==> config.mk <==
export PLATFORM = sky130hd
export DESIGN_NAME = tank_palette_ctrl
export DESIGN_NICKNAME = d
export VERILOG_FILES = /design/src/rtl/tank_palette_pkg.sv /design/src/rtl/palette_ram16.sv /design/src/rtl/tank_palette_ctrl.sv
export SDC_FILE = /design/constraint.sdc
export NUM_CORES = 1
export LEC_CHECK = 0
export BUFFER_PORTS_ARGS = -buffer_cell sky130_fd_sc_hd__buf_4
export CORE_UTILIZATION = 55
export CTS_CLUSTER_SIZE = 12
export DETAILED_ROUTE_END_ITERATION = 10
export GPL_TIMING_DRIVEN = 0
export MAX_ROUTING_LAYER = met4
export PLACE_DENSITY_LB_ADDON = 0.25
export SYNTH_ARGS = -nofsm -noshare
export SYNTH_HDL_FRONTEND = slang
export SYNTH_SLANG_ARGS = --single-unit
==> constraint.sdc <==
create_clock -name Clk -period 2.8 [get_ports Clk]
set_clock_uncertainty 0.15 [all_clocks]
set_input_delay 0.42 -clock Clk [delete_from_list [all_inputs] [get_ports Clk]]
set_output_delay 0.42 -clock Clk [all_outputs]
set_load 0.005 [all_outputs]
==> src/rtl/tank_palette_pkg.sv <==
// Shared types and the power-on palette for the tank sprite colour path.
// Latency: n/a (types/constants). Backpressure: n/a.
// Holds the 12-bit colour type, 4-bit index type, default palette and controller states.
package tank_palette_pkg;

  typedef logic [11:0] rgb12_t;
  typedef logic [3:0]  pal_idx_t;

  typedef enum logic {INIT, RUN} state_t;

  localparam rgb12_t DEFAULT_PALETTE [0:15] = '{
    12'hFF0, 12'hFFF, 12'hD53, 12'h221,
    12'hFA9, 12'hFA1, 12'hF61, 12'hA52,
    12'hFDD, 12'h821, 12'h443, 12'hE76,
    12'hE31, 12'hAAA, 12'hFD0, 12'hD83
  };

endpackage

==> src/rtl/palette_ram16.sv <==
// 16x12 register file: one synchronous write port, one synchronous read port.
// Latency: 1 cycle read. Backpressure: none, accepts a read and a write every cycle.
// A read and write to the same entry on one edge returns the old contents.
module palette_ram16
  import tank_palette_pkg::*;
(
  input  logic     Clk,
  input  logic     Reset_n,
  input  logic     wr_en,
  input  pal_idx_t wr_addr,
  input  rgb12_t   wr_dat,
  input  logic     rd_en,
  input  pal_idx_t rd_addr,
  output rgb12_t   rd_dat
);

  rgb12_t mem [16];

  // Contents are rebuilt by the loader after every reset, so the array itself is not reset.
  always_ff @(posedge Clk) begin
    if (wr_en) mem[wr_addr] <= wr_dat;
  end

  always_ff @(posedge Clk or negedge Reset_n) begin
    if (!Reset_n)   rd_dat <= '0;
    else if (rd_en) rd_dat <= mem[rd_addr];
  end

endmodule

==> src/rtl/tank_palette_ctrl.sv <==
// Tank sprite palette: loads defaults after reset, then serves index->RGB lookups with hit flash.
// Latency: 1 cycle from pix_valid to rgb_valid. Backpressure: writes stalled (wr_ready=0) during load.
// Lookups are never stalled; requests during the load are dropped.
module tank_palette_ctrl
  import tank_palette_pkg::*;
#(
  parameter int unsigned FLASH_FRAMES = 8,
  parameter rgb12_t      FLASH_RGB    = 12'hFFF,
  parameter int unsigned KEY_INDEX    = 0
) (
  input  logic       Clk,
  input  logic       Reset_n,
  input  logic       frame_start,
  input  logic       hit,
  input  logic       wr_req,
  input  logic [3:0] wr_index,
  input  logic [11:0] wr_rgb,
  output logic       wr_ready,
  input  logic       pix_valid,
  input  logic [3:0] pix_index,
  output logic       rgb_valid,
  output logic [3:0] red,
  output logic [3:0] green,
  output logic [3:0] blue,
  output logic       transparent,
  output logic       busy,
  output logic       flashing
);

  // A zero-frame flash still needs a 1-bit counter so the logic stays well formed.
  localparam int unsigned FW         = (FLASH_FRAMES > 0) ? $clog2(FLASH_FRAMES + 1) : 1;
  localparam logic [FW-1:0] FLASH_LOAD = FW'(FLASH_FRAMES);
  localparam pal_idx_t    KEY        = pal_idx_t'(KEY_INDEX);

  state_t          state_q, state_d;
  pal_idx_t        load_cnt_q;
  logic [FW-1:0]   flash_cnt_q;
  logic            ram_wr_vld;
  pal_idx_t        ram_wr_idx;
  rgb12_t          ram_wr_dat;
  rgb12_t          ram_rd_dat;
  logic            lookup_vld;
  logic            flash_sel_q;
  logic            transparent_q;
  logic            rgb_valid_q;

  always_ff @(posedge Clk or negedge Reset_n) begin
    if (!Reset_n) begin
      state_q    <= INIT;
      load_cnt_q <= '0;
    end else begin
      state_q <= state_d;
      if (state_q == INIT) load_cnt_q <= load_cnt_q + 4'd1;
    end
  end

  // The loader owns the RAM write port in INIT; game writes get it in RUN.
  always_comb begin
    state_d    = state_q;
    busy       = 1'b0;
    wr_ready   = 1'b0;
    ram_wr_vld = 1'b0;
    ram_wr_idx = wr_index;
    ram_wr_dat = wr_rgb;
    case (state_q)
      INIT: begin
        busy       = 1'b1;
        ram_wr_vld = 1'b1;
        ram_wr_idx = load_cnt_q;
        ram_wr_dat = DEFAULT_PALETTE[load_cnt_q];
        if (load_cnt_q == 4'd15) state_d = RUN;
      end
      RUN: begin
        wr_ready   = 1'b1;
        ram_wr_vld = wr_req;
      end
      default: state_d = INIT;
    endcase
  end

  assign lookup_vld = pix_valid && (state_q == RUN);

  palette_ram16 u_ram (
    .Clk     (Clk),
    .Reset_n (Reset_n),
    .wr_en   (ram_wr_vld),
    .wr_addr (ram_wr_idx),
    .wr_dat  (ram_wr_dat),
    .rd_en   (lookup_vld),
    .rd_addr (pix_index),
    .rd_dat  (ram_rd_dat)
  );

  // A hit reload takes priority over a same-cycle frame decrement.
  always_ff @(posedge Clk or negedge Reset_n) begin
    if (!Reset_n)                               flash_cnt_q <= '0;
    else if (hit)                               flash_cnt_q <= FLASH_LOAD;
    else if (frame_start && flash_cnt_q != '0)  flash_cnt_q <= flash_cnt_q - 1'b1;
  end

  assign flashing = (flash_cnt_q != '0);

  always_ff @(posedge Clk or negedge Reset_n) begin
    if (!Reset_n) begin
      rgb_valid_q   <= 1'b0;
      flash_sel_q   <= 1'b0;
      transparent_q <= 1'b0;
    end else begin
      rgb_valid_q <= lookup_vld;
      if (lookup_vld) begin
        flash_sel_q   <= flashing && (pix_index != KEY);
        transparent_q <= (pix_index == KEY);
      end
    end
  end

  assign rgb_valid          = rgb_valid_q;
  assign transparent        = transparent_q;
  assign {red, green, blue} = flash_sel_q ? FLASH_RGB : ram_rd_dat;

endmodule

==> summary by stage, run 1 <==
Drt
The number of remaining DRC errors is 0. The wire length per cell after detailed routing is 23.3 um. The first TritonRoute pass finished after 5 iterations. After detailed routing, the total wire length is 21800 um. In this run the remaining antenna-violating nets after routing total 0.

The routed via count is 5559. Dividing the detail-routed via count by the number of cells gives 5.96. The iteration-0 DRC count of the detailed router is 454.

Critical path
The data required time of the critical path is 2.76 ns. The worst reg2reg path endpoint is u_ram.mem[7][4]. STA classifies the critical path startpoint as a register. The startpoint identified for the worst register-to-register timing path is state_q. The cell family contributing the most delay on the critical path is simple AND/OR/NAND/NOR gates. In this run the worst path has a maximum fanout of 12. At the worst endpoint, the arrival time is 2.67 ns.

The kind of critical path is register to register. For this run, the slowest stage of the critical path takes 0.85 ns. The depth of the most critical reg-to-reg path is 6. The register-to-register path setup slack is 0.09 ns. The buffer and inverter count on the worst path is 3. The cell with the biggest individual delay on the critical path is nor2_1. The signal on the critical path passes through buf_4, inv_2, buf_2, nor4b_1, a31oi_1, nor2_1. STA classifies the critical path endpoint as a register.

Floorplanning
The total die area is 17100 um^2. The die is 131 um tall. The total core area is 16100 um^2. The effective utilization at floorplan is 0.568. The floorplan die width is 131 um. The floorplan has 46 rows. For this design the top-level I/O count stands at 43.

Final layout
The ratio of cells with drive above 1 in the final layout is 0.192. Across the whole layout, storage elements account for 6370 um^2. The number of antenna cells inserted is 0. The layout filler cell count is 1144. In the final design database the tool counted 739 nets. The final cell utilization of the core is 0.656. Compared with the post-synthesis result, the final layout area differs by 15.4%. Once layout is done, the placed cells without fillers occupy 10500 um^2. The footprint of the multi-input gates is 2570 um^2.

STA
Setup repair after global routing could not meet its margin everywhere. The count of endpoints failing hold in the final timing report is 0. The worst hold margin is 0.0159 ns. The final number of max-transition violations is 0. In this run the tightest slew margin relative to its limit is 0.274. The transition at the pin with the smallest max-transition slack is 1.09 ns. Setup violations remaining at the end of the flow were counted as 0. The highest achievable clock rate is 369 MHz. The final total negative setup slack is 0 ns. The minimum clock period is 2.71 ns.

Of the available clock period, the critical path in the final layout requires 0.969.

Logic synthesis
The post-synthesis cell count is 631. The count of synthesis-stage warnings from yosys is 0. The average cell area after synthesis is 14.5 um^2. In this run, synthesis produced a sequential element count of 216. For this run, the register share of the synthesized area comes to 0.698. The number of different library cells used by synthesis comes to 40. Counting flops with an async set or reset pin after synthesis yields a share of 0.111. The number of nets in the synthesized netlist is 666. For this run, the leading register cell type out of synthesis is edfxtp_1. The number of enable-type register cells in the synthesized netlist is 192. The cell area that synthesis handed to floorplanning was 9120 um^2.

Min path
In this run the worst hold path is classified as input pin to register. For hold timing, the worst endpoint is flash_cnt_q[1]. The worst hold path was traced through 2 stages.

In this run the most critical hold path is launched from frame_start.

Global route
Entering global routing, the biggest net connects 25 pins. The remaining global-route overflow is 0. Across every metal layer, demand over resource in global routing totals 0.272.

The initial antenna violation count came to 0. The number of global-route vias before repair is 5450. The first global-routing pass estimated 32100 um of wire.

Clock tree
Counting along the longest clock path gives a buffer depth of 3. The TritonCTS clock tree is built. The clock latency reported for the late side of the worst-skew pair is 0.49 ns. In this run the post-CTS setup repair buffer count came out at 0. In this run the number of H-tree levels came out at 1. Counting the buffers created by CTS gives 23. The number of clock sinks seen by CTS is 216.

The clock-pin transition on the worst setup and hold timing paths is 0.06 ns. The clock root buffer is clkbuf_16.

Pwr
The power after layout is 6.92 mW. The static leakage is 3.96 nW. Across the VDD grid, the largest voltage drop is 0.382 mV. Power spread over the standard cell area amounts to 657 nW/um^2.

Flow run
Max-cap violations in this run came to 0.

Run status
The flow ran to the end, and the final reports show no timing, DRC or antenna violations.

Placed design
The half-perimeter wire length after detailed placement is 15100 um. In this run the cell area measured after placement is 9760 um^2. Routability-driven placement finished with a final weighted congestion of 0.958. The count of buffers inserted at the top-level ports is 41.
-- sequential cells by signal, indices dropped and copies added (netlist names) --
name / count
transparent: 1
u_ram.mem: 192
state_q: 1
flash_cnt_q: 4
u_ram.rd_dat: 12
rgb_valid: 1
load_cnt_q: 4
flash_sel_q: 1
-- what timing repair did --
| action | in CTS | in global routing |
|---|---|---|
| hold endpoints to repair | 28 | 0 |
| setup endpoints to repair | 172 | 96 |
| resized for setup | 14 | 7 |
| hold buffers | 2 | 0 |
-- cell type report --
class,instances,area share
buffer,37,0.0206
clock buffer,32,0.0598
clock inverter,6,0.00475
inverter,13,0.00463
multi-input combinational,365,0.244
sequential,216,0.605
tap,216,0.0257
timing repair buffer,48,0.0358
-- worst max-delay path by stage --
stage                             start               to  slack [ns]  cells after the start
after floorplan           load_cnt_q[1]  u_ram.mem[0][4]        0.09                      7
after global placement    load_cnt_q[1]  u_ram.mem[0][8]       -1.32                      7
after detailed placement  load_cnt_q[0]  u_ram.mem[3][5]       -0.56                      4
after CTS                       state_q  u_ram.mem[0][2]        0.01                      4
after global routing            state_q  u_ram.mem[7][4]       -0.08                      6
final                           state_q  u_ram.mem[7][4]        0.09                      6
-- synth_stat cells, types with 2 or more instances --
master	count	area [um^2]
buf_2	16	80.1
a21oi_1	35	175
nand2b_1	3	18.8
nor3_1	4	20.0
mux2i_1	98	981
nor2_1	32	120
inv_1	12	45.0
buf_4	10	75.1
a211oi_1	3	22.5
dfrtp_1	24	601
nand3_1	41	205
a32oi_1	3	26.3
nand2_1	56	210
or2_2	12	75.1
xnor2_1	4	35.0
xor2_1	3	26.3
mux4_2	2	45.0
clkbuf_1	9	33.8
ha_1	9	113
nor2b_1	5	31.3
mux2_2	2	22.5
edfxtp_1	192	5770
a31oi_1	3	18.8
a22oi_1	25	188
and2_1	3	18.8
o21ai_0	11	55.1
-- kinds of logic after synthesis --
group | Yosys count | synth area share
AO/OA/AOI/OAI | 87 | 0.0590
XOR/XNOR | 7 | 0.00672
adder cells (fa/ha/maj) | 9 | 0.0123
buffers and inverters | 50 | 0.0289
flip-flops | 216 | 0.698
multiplexers | 102 | 0.115
AND/OR/NAND/NOR | 160 | 0.0801
-- metrics by stage --
stage	worst slack [ns]	std cells
floorplan	0.0889	631
global placement	-1.32	888
detailed placement	-0.559	893
CTS	0.0124	933
global route	-0.0792	933
finish	0.0864	933
-- where the power goes --
part	switching, mW	internal [mW]	leakage (nW)
combinational	0.315	0.211	1.60
sequential	0.0335	3.59	2.03
clock	1.13	1.64	0.330
total	1.48	5.44	3.96
-- layer usage --
layer / global-route usage / vias to the layer above / part of all wire
li1: - / 2505 / -
met1: 0.353 / 2757 / 0.41
met2: 0.430 / 239 / 0.48
met3: 0.0456 / 58 / 0.068
met4: 0.112 / 0 / 0.041
met5: - / - / 0
-- placed cells by master (no fill, tap or decap), types with 4 or more instances in the layout --
| cell type | instances |
|---|---|
| a21oi_1 | 33 |
| dfrtp_1 | 24 |
| buf_2 | 16 |
| clkbuf_1 | 15 |
| ha_1 | 9 |
| nor2_2 | 12 |
| xnor2_1 | 4 |
| inv_1 | 12 |
| clkinv_1 | 4 |
| buf_6 | 4 |
| nor3_1 | 4 |
| nor2b_1 | 5 |
| nand3_1 | 41 |
| or2_2 | 12 |
| nor2_1 | 20 |
| edfxtp_1 | 192 |
| clkbuf_16 | 23 |
| o21ai_0 | 6 |
| mux2i_1 | 98 |
| a22oi_1 | 25 |
| nand2_1 | 56 |
| buf_4 | 53 |
| o21ai_1 | 4 |
No activity file was read; power rests on OpenSTA's default activity.
==> inputs of run 2 (changes only) <==
--- a/config.mk
+++ b/config.mk
@@ -6,6 +6,7 @@
 export NUM_CORES = 1
 export LEC_CHECK = 0
 export BUFFER_PORTS_ARGS = -buffer_cell sky130_fd_sc_hd__buf_4
+export CORE_ASPECT_RATIO = 1.5
 export CORE_UTILIZATION = 55
 export CTS_CLUSTER_SIZE = 12
 export DETAILED_ROUTE_END_ITERATION = 10
@@ -14,4 +15,5 @@
 export PLACE_DENSITY_LB_ADDON = 0.25
 export SYNTH_ARGS = -nofsm -noshare
 export SYNTH_HDL_FRONTEND = slang
+export SYNTH_HIERARCHICAL = 1
 export SYNTH_SLANG_ARGS = --single-unit
==> run 2 against run 1 <==
Setup slack worse by 0.080 ns. Hold slack gained 0.013 ns. Critical path depth is the same. Critical path type unchanged. Sequential power hardly changed. Largest cell class unchanged.
==> summary by stage, run 2 <==
Global route
The wire length of the first global-routing pass was 29900 um (-7.0%). The met1 demand-to-capacity share in global routing is 0.280 (-0.0727). The combined global-route utilization of all metal layers is 0.248 (-0.0241).

The remaining global-route overflow is 0 (unchanged). The pin count of the biggest net entering global routing came to 25 (unchanged). The global routing usage on met3 is 0.0287 (-0.0169). The initial antenna violation count is 0 (unchanged). The met2 capacity usage during global routing came to 0.441 (+0.0108). The number of global-route vias before repair is 5242 (-3.8%). met2 is the most crowded layer.

Drt
The sum of routed wire length over all layers is 19600 um (-9.9%). The via density per instance is 6.14 (+3.0%). The routed via count is 4885 (-12%). The wire length per cell after detailed routing is 24.6 um (+5.6%). The iteration-0 DRC count of the detailed router came to 302 (-33%). The number of detailed-routing iterations run before antenna repair came to 5 (unchanged).

The count of antenna-violating nets left after detailed routing is 0 (unchanged). The number of remaining DRC errors was 0 (unchanged).

Critical path
The critical path goes through clkbuf_2, clkbuf_2, o21ai_2, nand2b_1, nor2_4, buf_12. The buffer and inverter count on the worst path was 3 (unchanged). The critical path endpoint category is a register. The kind of cell adding the most delay to the critical path is buffers and inverters. The delay of the slowest cell on the worst path came to 0.54 ns (-0.31 ns).

The most numerous cell type found on the critical path is clkbuf_2. The kind of critical path is register to register. The slowest stage of the critical path belongs to the cell o21ai_2. The launching element type of the critical path is a register. The data arrival time of the critical path is 2.84 ns (+0.17 ns). The maximum fanout count along the critical path is 12 (unchanged). The data required time of the critical path was 2.85 ns (+0.09 ns).

Pwr
The power after layout is 6.77 mW (-2.2%). The power density over cell area is 625 nW/um^2 (-4.8%). The worst ir drop on vdd is 0.380 mV (-0.44%).

The static leakage is 3.73 nW (-5.8%).

Floorplanning
The number of core rows was 57 (+24%). The total core area is 16100 um^2 (+0.37%). The effective utilization at floorplan came to 0.559 (-0.00864). The total die area is 16900 um^2 (-1.1%). The top-level port count was 43 (unchanged). The floorplan die width is 107 um (-19%). The die span in y is 159 um (+21%).

STA
The count of final setup violators is 0 (unchanged). The transition at the pin with the smallest max-transition slack came to 1.09 ns (+0.00183 ns). The highest achievable clock rate is 358 MHz (-2.9%). The count of endpoints failing hold in the final timing report is 0 (unchanged). The share of the cycle needed by the critical path after routing is 0.998 (+0.0285). The minimum clock period is 2.79 ns (+0.0799 ns).

Setup repair after global routing could not meet its margin everywhere. The worst slew slack as a fraction of its limit is 0.270 (-0.00341). The final number of max-transition violations was 0 (unchanged).

Logic synthesis
The number of enable-type register cells in the synthesized netlist came to 192 (unchanged). The async set-or-reset flop fraction in the synthesized netlist is 0.111 (unchanged). The share of the synthesized area in the top cell type is 0.639 (+0.00737).

The synthesized design spends more area on one cell type than any other, namely edfxtp_1. The net count of the mapped netlist is 515 (-23%). By count the netlist is led by edfxtp_1 (192), mux4_2 (37), nor2_1 (28), dfrtp_1 (24), nand2_1 (23). The summed instance area of the synthesized netlist was 9020 um^2 (-1.2%).

Sorting the synthesized cells by area gives the leading types as edfxtp_1 (64%), mux4_2 (9.2%), dfrtp_1 (6.7%), mux4_1 (3.2%), a221oi_2 (2.0%). The count of synthesis-stage warnings from yosys is 6 (+6). The most common cell in the synthesized netlist is edfxtp_1. The count of unique library cells instantiated by Yosys is 45 (+13%). The portion of the post-synthesis area used by sequential elements was 0.706 (+0.00814). The commonest register cell after synthesis is edfxtp_1. The average cell area after synthesis was 18.8 um^2 (+30%). The post-synthesis cell count is 480 (-24%). The number of synthesized register bits is 216 (unchanged).

Final layout
u_ram/mem holds more flip-flops than any other register. In the final layout, the registers with the most flip-flops are u_ram/mem (192), u_ram/rd_dat (12). The library cell used most frequently in the layout, excluding fill and tap cells, is edfxtp_1. In the layout the commonest cells are edfxtp_1 (192), buf_4 (56), mux4_2 (37), dfrtp_1 (24).

The number of antenna cells inserted is 0 (unchanged). The ratio of cells with drive above 1 in the final layout is 0.358 (+0.165). The number of nets in the final layout came to 609 (-18%). The area overhead of the layout relative to synthesis is 20.0%. The flip-flop count of the largest register, all copies and words added is 192 (unchanged). The number of standard cells in the layout, taps in and fillers out is 796 (-15%).

Placed design
The half-perimeter wire length after detailed placement came to 12800 um (-15%). The number of placed instances with taps included is 733 (-18%). The global placement routability congestion was 0.951 (-0.75%). The count of buffers inserted at the top-level ports was 42 (+2.4%).

Clock tree
The clock latency reported for the late side of the worst-skew pair was 0.49 ns (about the same). The H-tree level count is 1 (unchanged). TritonCTS built the clock tree. The number of clock sinks seen by CTS is 216 (unchanged).

The TritonCTS buffer count came to 22 (-4.3%). The clock-pin transition on the worst setup and hold timing paths was 0.06 ns (about the same). The clock root buffer is clkbuf_16. The largest buffer count on any clock path is 3 (unchanged).

Min path
The min-delay analysis places its worst path in the category input pin to register.

Flow run
The max-capacitance violation count is 0 (unchanged).

Run status
The flow ran to the end, and the final reports show no timing, DRC or antenna violations.
[run 2: stage by stage]
stage / area [um^2] / hold WS [ns] / util / setup WS [ns] / TNS, ns
floorplan: 9020 / -0.0256 / - / 0.0497 / 0
global placement: 9590 / 0.214 / 0.595 / -0.938 / -145.06
detailed placement: 9680 / 0.220 / 0.600 / -1.04 / -155.24
global route: 10800 / 0.0351 / 0.671 / -0.0730 / -4.05
CTS: 10800 / 0.0239 / 0.668 / 0.0401 / 0
finish: 10800 / 0.0288 / 0.671 / 0.00653 / 0
[run 2: timing repair]
item | in CTS | in global routing
hold endpoints to repair | 27 | 0
gates cloned | 0 | 0
hold buffers | 2 | 0
pin swaps | 15 | 2
buffers inserted | 18 | 3
gates resized for setup | 38 | 6
endpoints found under the setup margin | 256 | 240
[run 2: logic make-up (layout without fill, tap and decap cells)]
logic type / after synthesis / in the layout / synth area share
buffers and inverters: 36 / 146 / 0.0253
adders and majority gates: 9 / 9 / 0.0125
DFF: 216 / 216 / 0.706
AOI/OAI and AO/OA: 55 / 55 / 0.0556
and+or+nand+nor: 92 / 92 / 0.0495
xor gates and xnor gates: 4 / 4 / 0.00389
muxes: 68 / 68 / 0.147
[run 2: per-layer routing]
layer	vias up	share of wire
met5	-	0
met4	0	0.040
met3	56	0.046
met2	205	0.55
met1	2503	0.36
li1	2121	-
[run 2: layout make-up]
class                      instances  area, um^2
clock inverter                     1        8.76
clock buffer                      39         646
fill                            1077        5300
multi-input combinational        228        2620
buffer                            25         189
inverter                          11        41.3
tap                              206         258
sequential                       216        6370
timing repair buffer              70         692
[run 2: worst register-to-register path, cell delays in order, from the launching register on]
cell	delay (ns)
dfrtp_1	0.47
clkbuf_2	0.25
clkbuf_2	0.26
o21ai_2	0.54
nand2b_1	0.42
nor2_4	0.25
buf_12	0.17
[run 2: power breakdown]
part	internal (mW)	switching [mW]	leakage, nW
Combinational	0.232	0.273	1.40
Clock	1.55	1.10	0.312
Sequential	3.58	0.0275	2.02
[run 2: path summary, 6_finish.rpt]
check                      slack (ns)          endpoint  depth (start not counted)         from
setup / recovery                0.007  u_ram/mem[13][0]                          6      state_q
hold / removal                   0.03    flash_cnt_q[1]                          2  frame_start
setup reg to reg                0.007  u_ram/mem[13][0]                          6      state_q
hold reg to reg                  0.36       transparent                          1  transparent
max in group asynchronous        1.97     load_cnt_q[0]                          2      Reset_n
min in group asynchronous        0.24   u_ram/rd_dat[7]                          2      Reset_n
